<file path="src/rtl/fetch_pkg.sv">
// Shared definitions for the instruction-fetch stage: bubble encoding and FSM states.
package fetch_pkg;

  localparam logic [31:0] DEFAULT_NOP_INSTR = 32'h0000_0013;

  typedef enum logic {
    ST_RUN,
    ST_DROP
  } fetch_state_e;

endpackage

</file>
<file path="src/rtl/fetch_if.sv">
// Fetch-stage signal bundle: control from hazard/execute, imem request/response, IF/ID outputs.
interface fetch_if;

  logic        i_stall;
  logic        i_redirect;
  logic [31:0] i_redirect_pc;
  logic        o_imem_ren;
  logic [31:0] o_imem_raddr;
  logic        i_imem_valid;
  logic [31:0] i_imem_rdata;
  logic        o_valid;
  logic [31:0] o_instr;
  logic [31:0] o_pc;
  logic [31:0] o_pc_plus4;

  modport master (
    input  i_stall, i_redirect, i_redirect_pc, i_imem_valid, i_imem_rdata,
    output o_imem_ren, o_imem_raddr, o_valid, o_instr, o_pc, o_pc_plus4
  );

  modport slave (
    output i_stall, i_redirect, i_redirect_pc, i_imem_valid, i_imem_rdata,
    input  o_imem_ren, o_imem_raddr, o_valid, o_instr, o_pc, o_pc_plus4
  );

endinterface

</file>
<file path="src/rtl/fetch_skid.sv">
// One-entry {instr, pc} holding buffer for a response that lands while decode is stalled.
module fetch_skid (
  input  logic        clk,
  input  logic        rst,
  input  logic        load,
  input  logic        drain,
  input  logic        clear,
  input  logic [31:0] load_instr,
  input  logic [31:0] load_pc,
  output logic        valid,
  output logic [31:0] instr,
  output logic [31:0] pc
);

  logic        valid_q, valid_d;
  logic [31:0] instr_q, instr_d;
  logic [31:0] pc_q, pc_d;

  always_comb begin
    valid_d = valid_q;
    instr_d = instr_q;
    pc_d    = pc_q;
    if (clear) begin
      valid_d = 1'b0;
    end else if (load) begin
      valid_d = 1'b1;
      instr_d = load_instr;
      pc_d    = load_pc;
    end else if (drain) begin
      valid_d = 1'b0;
    end
  end

  always_ff @(posedge clk or posedge rst) begin
    if (rst) begin
      valid_q <= 1'b0;
      instr_q <= '0;
      pc_q    <= '0;
    end else begin
      valid_q <= valid_d;
      instr_q <= instr_d;
      pc_q    <= pc_d;
    end
  end

  assign valid = valid_q;
  assign instr = instr_q;
  assign pc    = pc_q;

endmodule

</file>
<file path="src/rtl/fetch.sv">
// Instruction-fetch stage: PC, single-outstanding imem requests, skid buffer and IF/ID register.
module fetch
  import fetch_pkg::*;
#(
  parameter logic [31:0] RESET_ADDR = 32'h0000_0000,
  parameter logic [31:0] NOP_INSTR  = DEFAULT_NOP_INSTR
) (
  input logic      i_clk,
  input logic      i_rst,
  fetch_if.master  bus
);

  fetch_state_e state_q, state_d;
  logic [31:0]  pc_q, pc_d;
  logic [31:0]  req_pc_q, req_pc_d;
  logic         outstanding_q, outstanding_d;
  logic         valid_q, valid_d;
  logic [31:0]  instr_q, instr_d;
  logic [31:0]  id_pc_q, id_pc_d;
  logic [31:0]  id_pc4_q, id_pc4_d;

  logic         skid_valid, skid_load, skid_drain, skid_clear;
  logic [31:0]  skid_instr, skid_pc;
  logic         skid_empty_next, ren, resp;

  fetch_skid u_skid (
    .clk        (i_clk),
    .rst        (i_rst),
    .load       (skid_load),
    .drain      (skid_drain),
    .clear      (skid_clear),
    .load_instr (bus.i_imem_rdata),
    .load_pc    (req_pc_q),
    .valid      (skid_valid),
    .instr      (skid_instr),
    .pc         (skid_pc)
  );

  always_comb begin
    skid_empty_next = !skid_valid && !(bus.i_stall && bus.i_imem_valid);
    ren  = (state_q == ST_RUN) && !bus.i_redirect
           && (!outstanding_q || bus.i_imem_valid) && skid_empty_next;
    resp = (state_q == ST_RUN) && outstanding_q && bus.i_imem_valid;

    state_d       = state_q;
    pc_d          = pc_q;
    req_pc_d      = req_pc_q;
    outstanding_d = outstanding_q;
    valid_d       = valid_q;
    instr_d       = instr_q;
    id_pc_d       = id_pc_q;
    id_pc4_d      = id_pc4_q;
    skid_load     = 1'b0;
    skid_drain    = 1'b0;
    skid_clear    = 1'b0;

    if (ren) begin
      req_pc_d = pc_q;
      pc_d     = pc_q + 32'd4;
    end

    if (bus.i_redirect) begin
      pc_d = bus.i_redirect_pc;
      if (state_q == ST_RUN) begin
        valid_d    = 1'b0;
        instr_d    = NOP_INSTR;
        skid_clear = 1'b1;
        // A response still in flight belongs to the old path; remember to swallow it.
        if (outstanding_q && !bus.i_imem_valid) state_d = ST_DROP;
        else                                    outstanding_d = 1'b0;
      end else if (bus.i_imem_valid) begin
        outstanding_d = 1'b0;
        state_d       = ST_RUN;
      end
    end else if (state_q == ST_DROP) begin
      if (bus.i_imem_valid) begin
        outstanding_d = 1'b0;
        state_d       = ST_RUN;
      end
    end else begin
      if (ren)       outstanding_d = 1'b1;
      else if (resp) outstanding_d = 1'b0;

      if (bus.i_stall) begin
        skid_load = resp;
      end else if (resp) begin
        valid_d  = 1'b1;
        instr_d  = bus.i_imem_rdata;
        id_pc_d  = req_pc_q;
        id_pc4_d = req_pc_q + 32'd4;
      end else if (skid_valid) begin
        valid_d    = 1'b1;
        instr_d    = skid_instr;
        id_pc_d    = skid_pc;
        id_pc4_d   = skid_pc + 32'd4;
        skid_drain = 1'b1;
      end else begin
        valid_d = 1'b0;
        instr_d = NOP_INSTR;
      end
    end
  end

  always_ff @(posedge i_clk or posedge i_rst) begin
    if (i_rst) begin
      state_q       <= ST_RUN;
      pc_q          <= RESET_ADDR;
      req_pc_q      <= RESET_ADDR;
      outstanding_q <= 1'b0;
      valid_q       <= 1'b0;
      instr_q       <= NOP_INSTR;
      id_pc_q       <= '0;
      id_pc4_q      <= '0;
    end else begin
      state_q       <= state_d;
      pc_q          <= pc_d;
      req_pc_q      <= req_pc_d;
      outstanding_q <= outstanding_d;
      valid_q       <= valid_d;
      instr_q       <= instr_d;
      id_pc_q       <= id_pc_d;
      id_pc4_q      <= id_pc4_d;
    end
  end

  assign bus.o_imem_ren   = ren;
  assign bus.o_imem_raddr = {pc_q[31:2], 2'b00};
  assign bus.o_valid      = valid_q;
  assign bus.o_instr      = instr_q;
  assign bus.o_pc         = id_pc_q;
  assign bus.o_pc_plus4   = id_pc4_q;

endmodule

</file>
<file path="src/flat_wrapper.sv">
// flat-port wrapper written by rule: the top's interface ports become plain ports
module fetch_flat import fetch_pkg::*;
#(
  parameter logic [31:0] RESET_ADDR = 32'h0000_0000,
  parameter logic [31:0] NOP_INSTR  = DEFAULT_NOP_INSTR
)
  (i_clk, i_rst, bus_i_stall, bus_i_redirect, bus_i_redirect_pc, bus_i_imem_valid, bus_i_imem_rdata, bus_o_imem_ren, bus_o_imem_raddr, bus_o_valid, bus_o_instr, bus_o_pc, bus_o_pc_plus4);
  fetch_if bus_i ();
  input logic i_clk;
  input logic i_rst;
  input wire logic [$bits(bus_i.i_stall)-1:0] bus_i_stall;
  input wire logic [$bits(bus_i.i_redirect)-1:0] bus_i_redirect;
  input wire logic [$bits(bus_i.i_redirect_pc)-1:0] bus_i_redirect_pc;
  input wire logic [$bits(bus_i.i_imem_valid)-1:0] bus_i_imem_valid;
  input wire logic [$bits(bus_i.i_imem_rdata)-1:0] bus_i_imem_rdata;
  output wire logic [$bits(bus_i.o_imem_ren)-1:0] bus_o_imem_ren;
  output wire logic [$bits(bus_i.o_imem_raddr)-1:0] bus_o_imem_raddr;
  output wire logic [$bits(bus_i.o_valid)-1:0] bus_o_valid;
  output wire logic [$bits(bus_i.o_instr)-1:0] bus_o_instr;
  output wire logic [$bits(bus_i.o_pc)-1:0] bus_o_pc;
  output wire logic [$bits(bus_i.o_pc_plus4)-1:0] bus_o_pc_plus4;
  assign bus_i.i_stall = bus_i_stall;
  assign bus_i.i_redirect = bus_i_redirect;
  assign bus_i.i_redirect_pc = bus_i_redirect_pc;
  assign bus_i.i_imem_valid = bus_i_imem_valid;
  assign bus_i.i_imem_rdata = bus_i_imem_rdata;
  assign bus_o_imem_ren = bus_i.o_imem_ren;
  assign bus_o_imem_raddr = bus_i.o_imem_raddr;
  assign bus_o_valid = bus_i.o_valid;
  assign bus_o_instr = bus_i.o_instr;
  assign bus_o_pc = bus_i.o_pc;
  assign bus_o_pc_plus4 = bus_i.o_pc_plus4;
  fetch #(.RESET_ADDR(RESET_ADDR), .NOP_INSTR(NOP_INSTR)) u_core (.i_clk(i_clk), .i_rst(i_rst), .bus(bus_i));
endmodule
</file>
<file path="config.mk">
export PLATFORM = sky130hd
export DESIGN_NAME = fetch_flat
export DESIGN_NICKNAME = d
export VERILOG_FILES = /design/src/rtl/fetch_pkg.sv /design/src/rtl/fetch_if.sv /design/src/rtl/fetch_skid.sv /design/src/rtl/fetch.sv /design/src/flat_wrapper.sv
export SDC_FILE = /design/constraint.sdc
export NUM_CORES = 1
export LEC_CHECK = 0
export ABC_AREA = 1
export CORE_ASPECT_RATIO = 0.7
export CORE_MARGIN = 3
export CORE_UTILIZATION = 48
export DETAILED_ROUTE_END_ITERATION = 12
export PLACE_DENSITY = 0.81
export REMOVE_ABC_BUFFERS = 1
export SYNTH_ARGS = -nofsm -noshare
export SYNTH_HDL_FRONTEND = slang
export SYNTH_SLANG_ARGS = --single-unit
</file>
<file path="constraint.sdc">
create_clock -name i_clk -period 7.2 [get_ports i_clk]
set_input_delay 1.44 -clock i_clk [delete_from_list [all_inputs] [get_ports i_clk]]
set_output_delay 1.44 -clock i_clk [all_outputs]
set_load 0.01 [all_outputs]
</file>
======== Yosys cells after proc, flatten, opt, wreduce, memory -nomap -nowiden ========
Cells that the tools add are included.
word-level totals
  output and inout port bits .............. 130
  input bits .............................. 69
  logic and storage cells ................. 84
  bits in registers ....................... 228
cells by class
  reduce and logical (&&, ||, !) cells .... 22
  equal/unequal tests ..................... 2
  bitwise logic cells ..................... 4
  add/sub/neg operators ................... 3
  multiplexer cells ....................... 42
operators by type and width
  cell                                                    number
  two-way mux 32 bit                                      12
  adder 32 x 3 -> 32 bit (second input constant)          3
  two-way mux 1 bit                                       30
  logical AND 1 bit                                       8
  AND reduction 2 bit                                     3
  zero test 1 bit                                         5
  inverter 1 bit                                          4
  AND reduction 4 bit                                     1
  nonzero test 2 bit                                      2
  nonzero test 4 bit                                      1
  inequality test 3 x 2 -> 1 bit (second input constant)  1
  nonzero test 3 bit                                      1
  inequality test 2 x 1 -> 1 bit (second input constant)  1
  logical OR 1 bit                                        1

======== Logic depth before layout (Yosys ltp) ========
Gate-level depths: netlist of run 1.
  depth in word-level cells ............... 10
  gate-level depth with buffers ........... 14
  gate-level depth less buffers ........... 14

======== Cells and area by module ========
From an unflattened synthesis of run 1, not the netlist that was laid out.
unflattened totals
  cells, all modules ...................... 1,400
  area total of the unflattened synthesis .. 11,188.2 um2
modules (own cells, without submodules)
  module      sequential area each (um2)  instances  cells each  area each (um2)
  fetch       4,032.6                     1          1,116       8,573.2
  fetch_skid  1,626.6                     1          284         2,615.0

======== Worst setup path before layout of run 1 ========
OpenSTA, ideal clock, no wires.
  kind .................................... in2out
  start point ............................. in bus_i_redirect
  end point ............................... out bus_o_imem_ren
  setup slack ............................. 3.370 ns
  buffers on the path ..................... 2
  data arrival time ....................... 2.390 ns
  required time ........................... 5.760 ns
  stages .................................. 5
  path through ............................ buf_2 -> nor2_1 -> nand3_1 -> clkinv_1 -> clkbuf_1
on the way
  cells in the longest elaborated chain, start to end .. 4
ends and longest elaborated chain
  item                             line                source
  start, declared                  flat_wrapper.sv:12  input wire logic [$bits(bus_i.i_redirect)-1:0] bus_i_redirect;
  zero test 1 bit                  fetch.sv:41         ren = (state_q == ST_RUN) && !bus.i_redirect
  logical AND 1 bit                fetch.sv:41
  logical AND 1 bit (2 in series)  fetch.sv:42         && (!outstanding_q || bus.i_imem_valid) && skid_empty_next;
  end, declared                    flat_wrapper.sv:16  output wire logic [$bits(bus_i.o_imem_ren)-1:0] bus_o_imem_ren;
Every way passes these cells.

======== Worst setup path in the final report of run 1 ========
  start point ............................. in bus_i_imem_valid
  end point ............................... out bus_o_imem_ren
on the way
  cells in the longest elaborated chain, start to end .. 4
  elaborated cells between the ends (all ways) .. 6
  classes of those cells .................. reduce/logical: 6
ends and longest elaborated chain
  item                   line                source
  start, declared        flat_wrapper.sv:14  input wire logic [$bits(bus_i.i_imem_valid)-1:0] bus_i_imem_valid;
  logical AND 1 bit      fetch.sv:40         skid_empty_next = !skid_valid && !(bus.i_stall && bus.i_imem_valid);
  zero test 1 bit        fetch.sv:40
  logical AND 1 bit      fetch.sv:40
  logical AND 1 bit (*)  fetch.sv:42
Mark *: on every way between the ends. The rest lies on a longest branch, timed or not.

==> key figures, run 1 <==
Floorplan
  • Height of the die: between 100 and 150 µm
  • # rows: 45
  • IO Pins: 199
  • Die area: 0.0251 mm²
  • Core area: 0.0222 mm²
  • Die W: 188 µm
  • Initial Util: 50.1%

Final layout
  • Fill cells: 1891
  • P&R area growth vs syn: 23.4%
  • Fin nets: 1554
  • ANT cells: 0
  • Layout cells sized above 1: 7.62%

STA
  • RSZ-0062 raised after global routing: false
  • Clock Skews: 14.4 ps
  • Max frequency: 216 MHz
  • Slew @ Worst Pin: 1290 ps
  • Final Setup Violations: 0
  • Final WS setup: 2580 ps
  • Fin. max-slew vios: 0
  • Final Critical Period: between 4000 and 5000 ps
  • Final period util: between 60% and 70%
  • Slew headroom: 14.0%
  • Final Hold Vio Count: 0

Global routing
  • Total Routing Usage GR: 23.0%
  • Vias in the first global route: 9202
  • Initial antenna violation count: 0
  • GRT Residual Overflow: 0
  • First-pass GRT wire length: 47.7 mm
  • Largest net degree at the start of global routing: 108

Run status
  • Outcome: completed

Synthesis
  • Register area share after synthesis: between 50% and 60%
  • Top-count cell post-synth: nand2_1
  • Synth cell types: 47
  • Top_reg_cell synth: dfrtp_1
  • Post-synth top cells: 411 x nand2_1, 223 x dfrtp_1, 145 x o21ai_0
  • Mean Syn Cell Area: 8.25 µm²
  • Syn Std Cell Area: about 0.011 mm²
  • Post-Syn Instances: 1351
  • Post-synth EDFFs: 0
  • Asr flop ratio synth: 100%
  • Top-area cell type share of the netlist area: around 50%
  • Synth area leader: dfrtp_1
  • Ys Warns: 0
  • Register bit total from synthesis: 226
  • Largest cells by area after synthesis: dfrtp_1 50%, nand2_1 14%, o21ai_0 6.5%

Clock network
  • CTS Hold Bufs: 0
  • CTS Buf Count: 22
  • Clock Latency Late Sink: 510 ps
  • Clock buffer depth: 3
  • Clock sink total: about 230
  • Reg clk slew, reported paths: around 60 ps
  • Clk Tree Root Cell: clkbuf_16
  • CTS tree: built
  • H-tree depth: 1
  • CTS resizes: 0
  • Post-CTS Repair Setup Buffers: 0

Pwr
  • Pwr dens: around 330 mW/mm²
  • Leakage: 0.00638 µW
  • Worst-case vdd ir drop: roughly 170 µV
  • Design Power: 4570 µW

Setup path
  • Endpoint class of the critical path: output pin
  • Crit Path Class: primary input to output pin
  • RR Startpoint: u_core.outstanding_q
  • Crit path launch type: primary input
  • RR Endpoint: u_core.bus.o_pc_plus4[24]
  • Worst R2R Setup Slack: approximately 3500 ps
  • Crit path arrival time: 3180 ps
  • WP data required: 5760 ps
  • Reg2reg path depth: 7
  • Worst Path Max Fanout: 24
  • CP startpoint: bus_i_imem_valid

Placement
  • Pre-CTS setup slack: 2450 ps
  • Placer Congestion: 0.904
  • DP HPWL: slightly above 20 mm
  • Port Buffers: 196

Drt
  • Vias per inst: 5.39
  • Post-route DRC violation count: 0
  • Per-cell routed wire length: 16.5 µm
  • Routed Antenna Nets: 0
  • Iter 0 DRT Violations: 810
  • Routed wire length: 29.7 mm
  • DR vias: around 9.7k
  • First-pass iteration count of the detailed router: 5

Job
  • Max Cap Viol: 0

Worst hold path
  • Hold Path End: u_core.bus.o_pc_plus4[3]
  • Hold Crit Start: u_core.bus.o_pc_plus4[3]
  • Cells on Worst Hold Path: 2
  • Hold Path Class: register to register
## cell type report
| type | instances | area [µm²] | share of cell area, % |
|---|---|---|---|
| Sequential cell | 226 | 5660 | 41.2 |
| Multi-Input combinational cell | 895 | 4460 | 32.4 |
| Timing Repair Buffer | 204 | 2020 | 14.7 |
| Clock buffer | 33 | 663 | 4.83 |
| Inverter | 134 | 510 | 3.71 |
| Tap cell | 305 | 382 | 2.78 |
| Clock inverter | 5 | 50.0 | 0.364 |
## cell families (layout without fill, tap and decap cells)
group / count (synthesis) / count (layout) / share of synthesized area [%]
fa+ha+maj: 2 / 2 / 0.225
mux: 19 / 19 / 1.92
compound gates: 232 / 232 / 12.4
simple gates: 624 / 624 / 24.0
flops: 226 / 226 / 50.8
xor+xnor: 16 / 16 / 1.26
buf+inv: 231 / 376 / 9.42
other cells: 1 / 2 / 0.0337
## per-stage QoR
| step | cells | hold WS (ps) | util [%] | instance area (µm²) | TNS [ps] |
|---|---|---|---|---|---|
| final | 1802 | 474 | 61.8 | 13700 | 0 |
| after global routing | 1802 | 497 | 61.8 | 13700 | 0 |
| after CTS | 1802 | 474 | 61.8 | 13700 | 0 |
| after detailed placement | 1764 | 458 | 58.6 | 13000 | 0 |
| after global placement | 1764 | 454 | 58.6 | 13000 | 0 |
| after floorplan | 1255 | 442 | - | 10600 | -95040 |
## metal layers
metal | wire, µm | track usage [%]
met5 | 0 | 0
met3 | 2620 | 5.16
met2 | 12500 | 33.6
met1 | 14100 | 35.4
met4 | 452 | 3.92
## worst max path at each step
stage,end,slack [ps],cells after the start
detailed placement,u_core.bus.o_pc_plus4[25],2450,9
floorplan,u_core.bus.o_instr[10],-430,1
CTS,bus_o_imem_ren,2580,7
global route,bus_o_imem_ren,2500,7
global placement,u_core.bus.o_pc_plus4[25],2560,9
finish,bus_o_imem_ren,2580,7
## state kept, by name, summed over array words and instances, names as in the netlist
name,cells
u_core.bus.o_instr,32
u_core.bus.o_pc,30
u_core.bus.o_pc_plus4,32
u_core.bus.o_valid,1
u_core.outstanding_q,1
u_core.pc_q,32
u_core.req_pc_q,32
u_core.state_q,1
u_core.u_skid.instr,32
u_core.u_skid.pc,32
u_core.u_skid.valid,1
## where the power goes
group	switching, µW	internal, µW	leakage, µW	total, µW
registers	303	1670	0.00287	1970
logic	763	682	0.00315	1450
clock network	481	670	0.000355	1150
total	1550	3020	0.00638	4570
## cell usage in the layout (no fill, tap or decap), types with 3 or more instances in the layout
master	synthesis	layout
o211ai_1	5	5
nand2_2	17	17
a21oi_1	13	13
nor3_1	14	14
nor2_2	9	10
nor2_4	6	6
o21ai_0	145	145
nand2_1	411	410
clkbuf_16	0	23
dfrtp_1	223	223
inv_2	5	5
nand3_1	53	52
nor2_1	74	73
mux2_2	19	19
clkinv_2	0	4
nand4_1	27	27
o2111ai_1	4	4
o21a_1	3	3
clkbuf_8	0	5
buf_4	37	8
clkbuf_1	42	5
inv_1	127	126
clkdlybuf4s50_1	0	196
o22ai_1	8	8
nand2_4	4	5
o21bai_1	6	6
a22o_1	30	30
dfstp_2	3	3
o221ai_1	5	5
a31oi_1	5	5
xor2_1	15	15
## worst max-delay path, stage by stage
cell	delay (ps)
clkdlybuf4s50_1	470
buf_4	280
nor2_1	120
inv_1	100
nand3_2	90
clkinv_1	120
clkdlybuf4s50_1	560
(Power assumes the default switching activity.)
==> inputs of run 2 (changes only) <==
--- a/config.mk
+++ b/config.mk
@@ -8,9 +8,9 @@
 export ABC_AREA = 1
 export CORE_ASPECT_RATIO = 0.7
 export CORE_MARGIN = 3
-export CORE_UTILIZATION = 48
+export CORE_UTILIZATION = 50
 export DETAILED_ROUTE_END_ITERATION = 12
-export PLACE_DENSITY = 0.81
+export PLACE_DENSITY = 0.8
 export REMOVE_ABC_BUFFERS = 1
 export SYNTH_ARGS = -nofsm -noshare
 export SYNTH_HDL_FRONTEND = slang
==> constraint.sdc (replaced) <==
create_clock -name i_clk -period 4.8 [get_ports i_clk]
set_input_delay 0.96 -clock i_clk [delete_from_list [all_inputs] [get_ports i_clk]]
set_output_delay 0.96 -clock i_clk [all_outputs]
set_load 0.01 [all_outputs]
==> key figures, run 2 (synthesized netlist as in run 1, its figures left out) <==
Run status
  • Outcome: completed

Floorplan
  • Die W: 184 µm (-2.0%)
  • IO Pins: 199 (unchanged)
  • Height of the die: 131 µm (-1.9%)
  • # rows: 45 (unchanged)
  • Initial Util: 51.1% (+1.0 points)
  • Core area: 0.0218 mm² (-2.0%)
  • Die area: 0.0241 mm² (-3.8%)

Clock network
  • Clk Tree Root Cell: clkbuf_16
  • Clock Latency Late Sink: 520 ps (about the same)
  • Post-CTS Repair Setup Buffers: 0 (unchanged)
  • CTS Hold Bufs: 0 (unchanged)
  • Reg clk slew, reported paths: 70 ps (about the same)
  • CTS tree: built
  • H-tree depth: 1 (unchanged)
  • Clock buffer depth: 3 (unchanged)
  • CTS resizes: 0 (unchanged)
  • CTS Buf Count: 23 (+4.5%)
  • Clock sink total: 226 (unchanged)

STA
  • RSZ-0062 raised after global routing: false
  • Final Setup Violations: 0 (unchanged)
  • Final Hold Vio Count: 0 (unchanged)
  • Slew @ Worst Pin: 1120 ps (-171 ps)
  • Clock Skews: 15.1 ps (+0.680 ps)
  • Final Critical Period: 3660 ps
  • Fin. max-slew vios: 0 (unchanged)
  • Slew headroom: 25.4% (+11 points)
  • Final period util: about three quarters
  • Max frequency: 274 MHz

Global routing
  • Vias in the first global route: 8942 (-2.8%)
  • Initial antenna violation count: 0 (unchanged)
  • First-pass GRT wire length: 47.4 mm (-0.74%)
  • Total Routing Usage GR: 24.2% (+1.3 points)
  • Most Used Layer, Global Route: met1
  • Met3 Use GR: 4.51% (-0.64 points)
  • Met2 Resource Use GR: 34.7% (+1.0 points)
  • GRT Residual Overflow: 0 (unchanged)
  • Met1 Track Usage GR: 38.7% (+3.4 points)
  • Largest net degree at the start of global routing: 132 (+22%)

Setup path
  • Crit Path Class: primary input to output pin
  • Worst Path Max Fanout: 9 (-63%)
  • Endpoint class of the critical path: output pin
  • Crit path launch type: primary input
  • WP data required: 3840 ps (-1920 ps)
  • Crit path arrival time: 2700 ps (-480 ps)

Drt
  • Routed wire length: 29.6 mm (-0.13%)
  • Routed Antenna Nets: 0 (unchanged)
  • Post-route DRC violation count: 0 (unchanged)
  • First-pass iteration count of the detailed router: 5 (unchanged)
  • Iter 0 DRT Violations: 1123 (+39%)
  • DR vias: 9691 (-0.15%)
  • Vias per inst: 5.42 (+0.63%)
  • Per-cell routed wire length: 16.6 µm (+0.65%)

Final layout
  • Layout cells sized above 1: 8.43% (+0.82 points)
  • Most frequent cells in the layout: 410 x nand2_1, 223 x dfrtp_1, 196 x clkdlybuf4s50_1
  • Fin nets: 1560 (+0.39%)
  • P&R area growth vs syn: 24.3%
  • Fin cells: 1788 (-0.78%)
  • ANT cells: 0 (unchanged)
  • Commonest non-fill, non-tap cell in the layout: nand2_1

Pwr
  • Leakage: 0.00645 µW (+1.1%)
  • Worst-case vdd ir drop: 294 µV (+69%)
  • Internal Power: 4670 µW (+54%)
  • Combinational share of power: 31.0% (-0.6 points)
  • Clk pwr share: 27.0% (+1.8 points)
  • Design Power: 7020 µW (+54%)
  • Flop pwr share: 42.0% (-1.2 points)
  • Sw frac: 33.5% (-0.32 points)
  • NetSw: 2350 µW (+52%)
  • Pwr dens: 507 mW/mm² (+52%)

Placement
  • Port Buffers: 196 (unchanged)
  • Placer Congestion: 0.889 (-1.7%)
  • Placed cells: 1746 (-1.0%)
  • DP HPWL: 20.6 mm (-1.1%)

Worst hold path
  • Hold Path Class: register to register

Job
  • Max Cap Viol: 0 (unchanged)
## run 2: cell types whose count changed in the layout (fill, tap and decap cells not counted)
| cell | before | now |
|---|---|---|
| buf_4 | 8 | 12 |
| clkbuf_1 | 5 | 1 |
| clkinv_2 | 4 | 8 |
| bufinv_16 | 1 | 4 |
| clkbuf_8 | 5 | 2 |
| clkinvlp_4 | 0 | 2 |
| inv_6 | 0 | 2 |
| buf_12 | 0 | 1 |
## run 2: critical path, cell delays in order
cell and delay, ps:
clkdlybuf4s50_1 600, a21oi_1 310, nand3_2 140, clkinv_1 130, clkdlybuf4s50_1 550
## run 2: cell type report
cell class | instances | area [µm²]
clock buffer | 26 | 607
multi-input combinational | 895 | 4460
clock inverter | 16 | 193
tap | 282 | 353
fill | 1811 | 7940
timing repair buffer | 209 | 2070
sequential | 226 | 5660
inverter | 134 | 510
## run 2: final timing paths
check	startpoint	to	slack [ps]	depth (start not counted)
setup / recovery	bus_i_imem_valid	bus_o_imem_ren	1140	5
hold / removal	u_core.bus.o_pc[7]	u_core.bus.o_pc[7]	470	2
setup reg to reg	u_core.outstanding_q	u_core.bus.o_pc_plus4[12]	1930	12
hold reg to reg	u_core.bus.o_pc[7]	u_core.bus.o_pc[7]	470	2
max in group asynchronous	i_rst	u_core.bus.o_pc[23]	2680	3
min in group asynchronous	i_rst	u_core.bus.o_pc[6]	1040	2
## run 2: power groups by stage
| stage | registers (µW) | logic [µW] | clock network, µW |
|---|---|---|---|
| after floorplan | 3000 | 976 | 0 |
| after global placement | 2940 | 2100 | 0 |
| after detailed placement | 2970 | 2170 | 0 |
| after CTS | 2940 | 2180 | 1920 |
| after global routing | 3020 | 2410 | 1990 |
| final | 2950 | 2170 | 1900 |
## run 2: through the flow
stage                     worst slack [ps]  instance area (µm²)  hold slack, ps  utilization, %  setup TNS [ps]
after floorplan                      -2350                10600             442               -         -525010
after global placement                1190                13100             454            59.9               0
after detailed placement              1180                13100             460            59.9               0
after CTS                             1170                13900             475            63.6               0
after global routing                  1050                13900             501            63.6               0
final                                 1140                13900             474            63.6               0
## run 2: routing by layer
| metal | share of wire, % | routed length [µm] |
|---|---|---|
| met5 | 0 | 0 |
| met3 | 8.8 | 2610 |
| met1 | 48 | 14300 |
| met4 | 1.4 | 405 |
| met2 | 42 | 12400 |
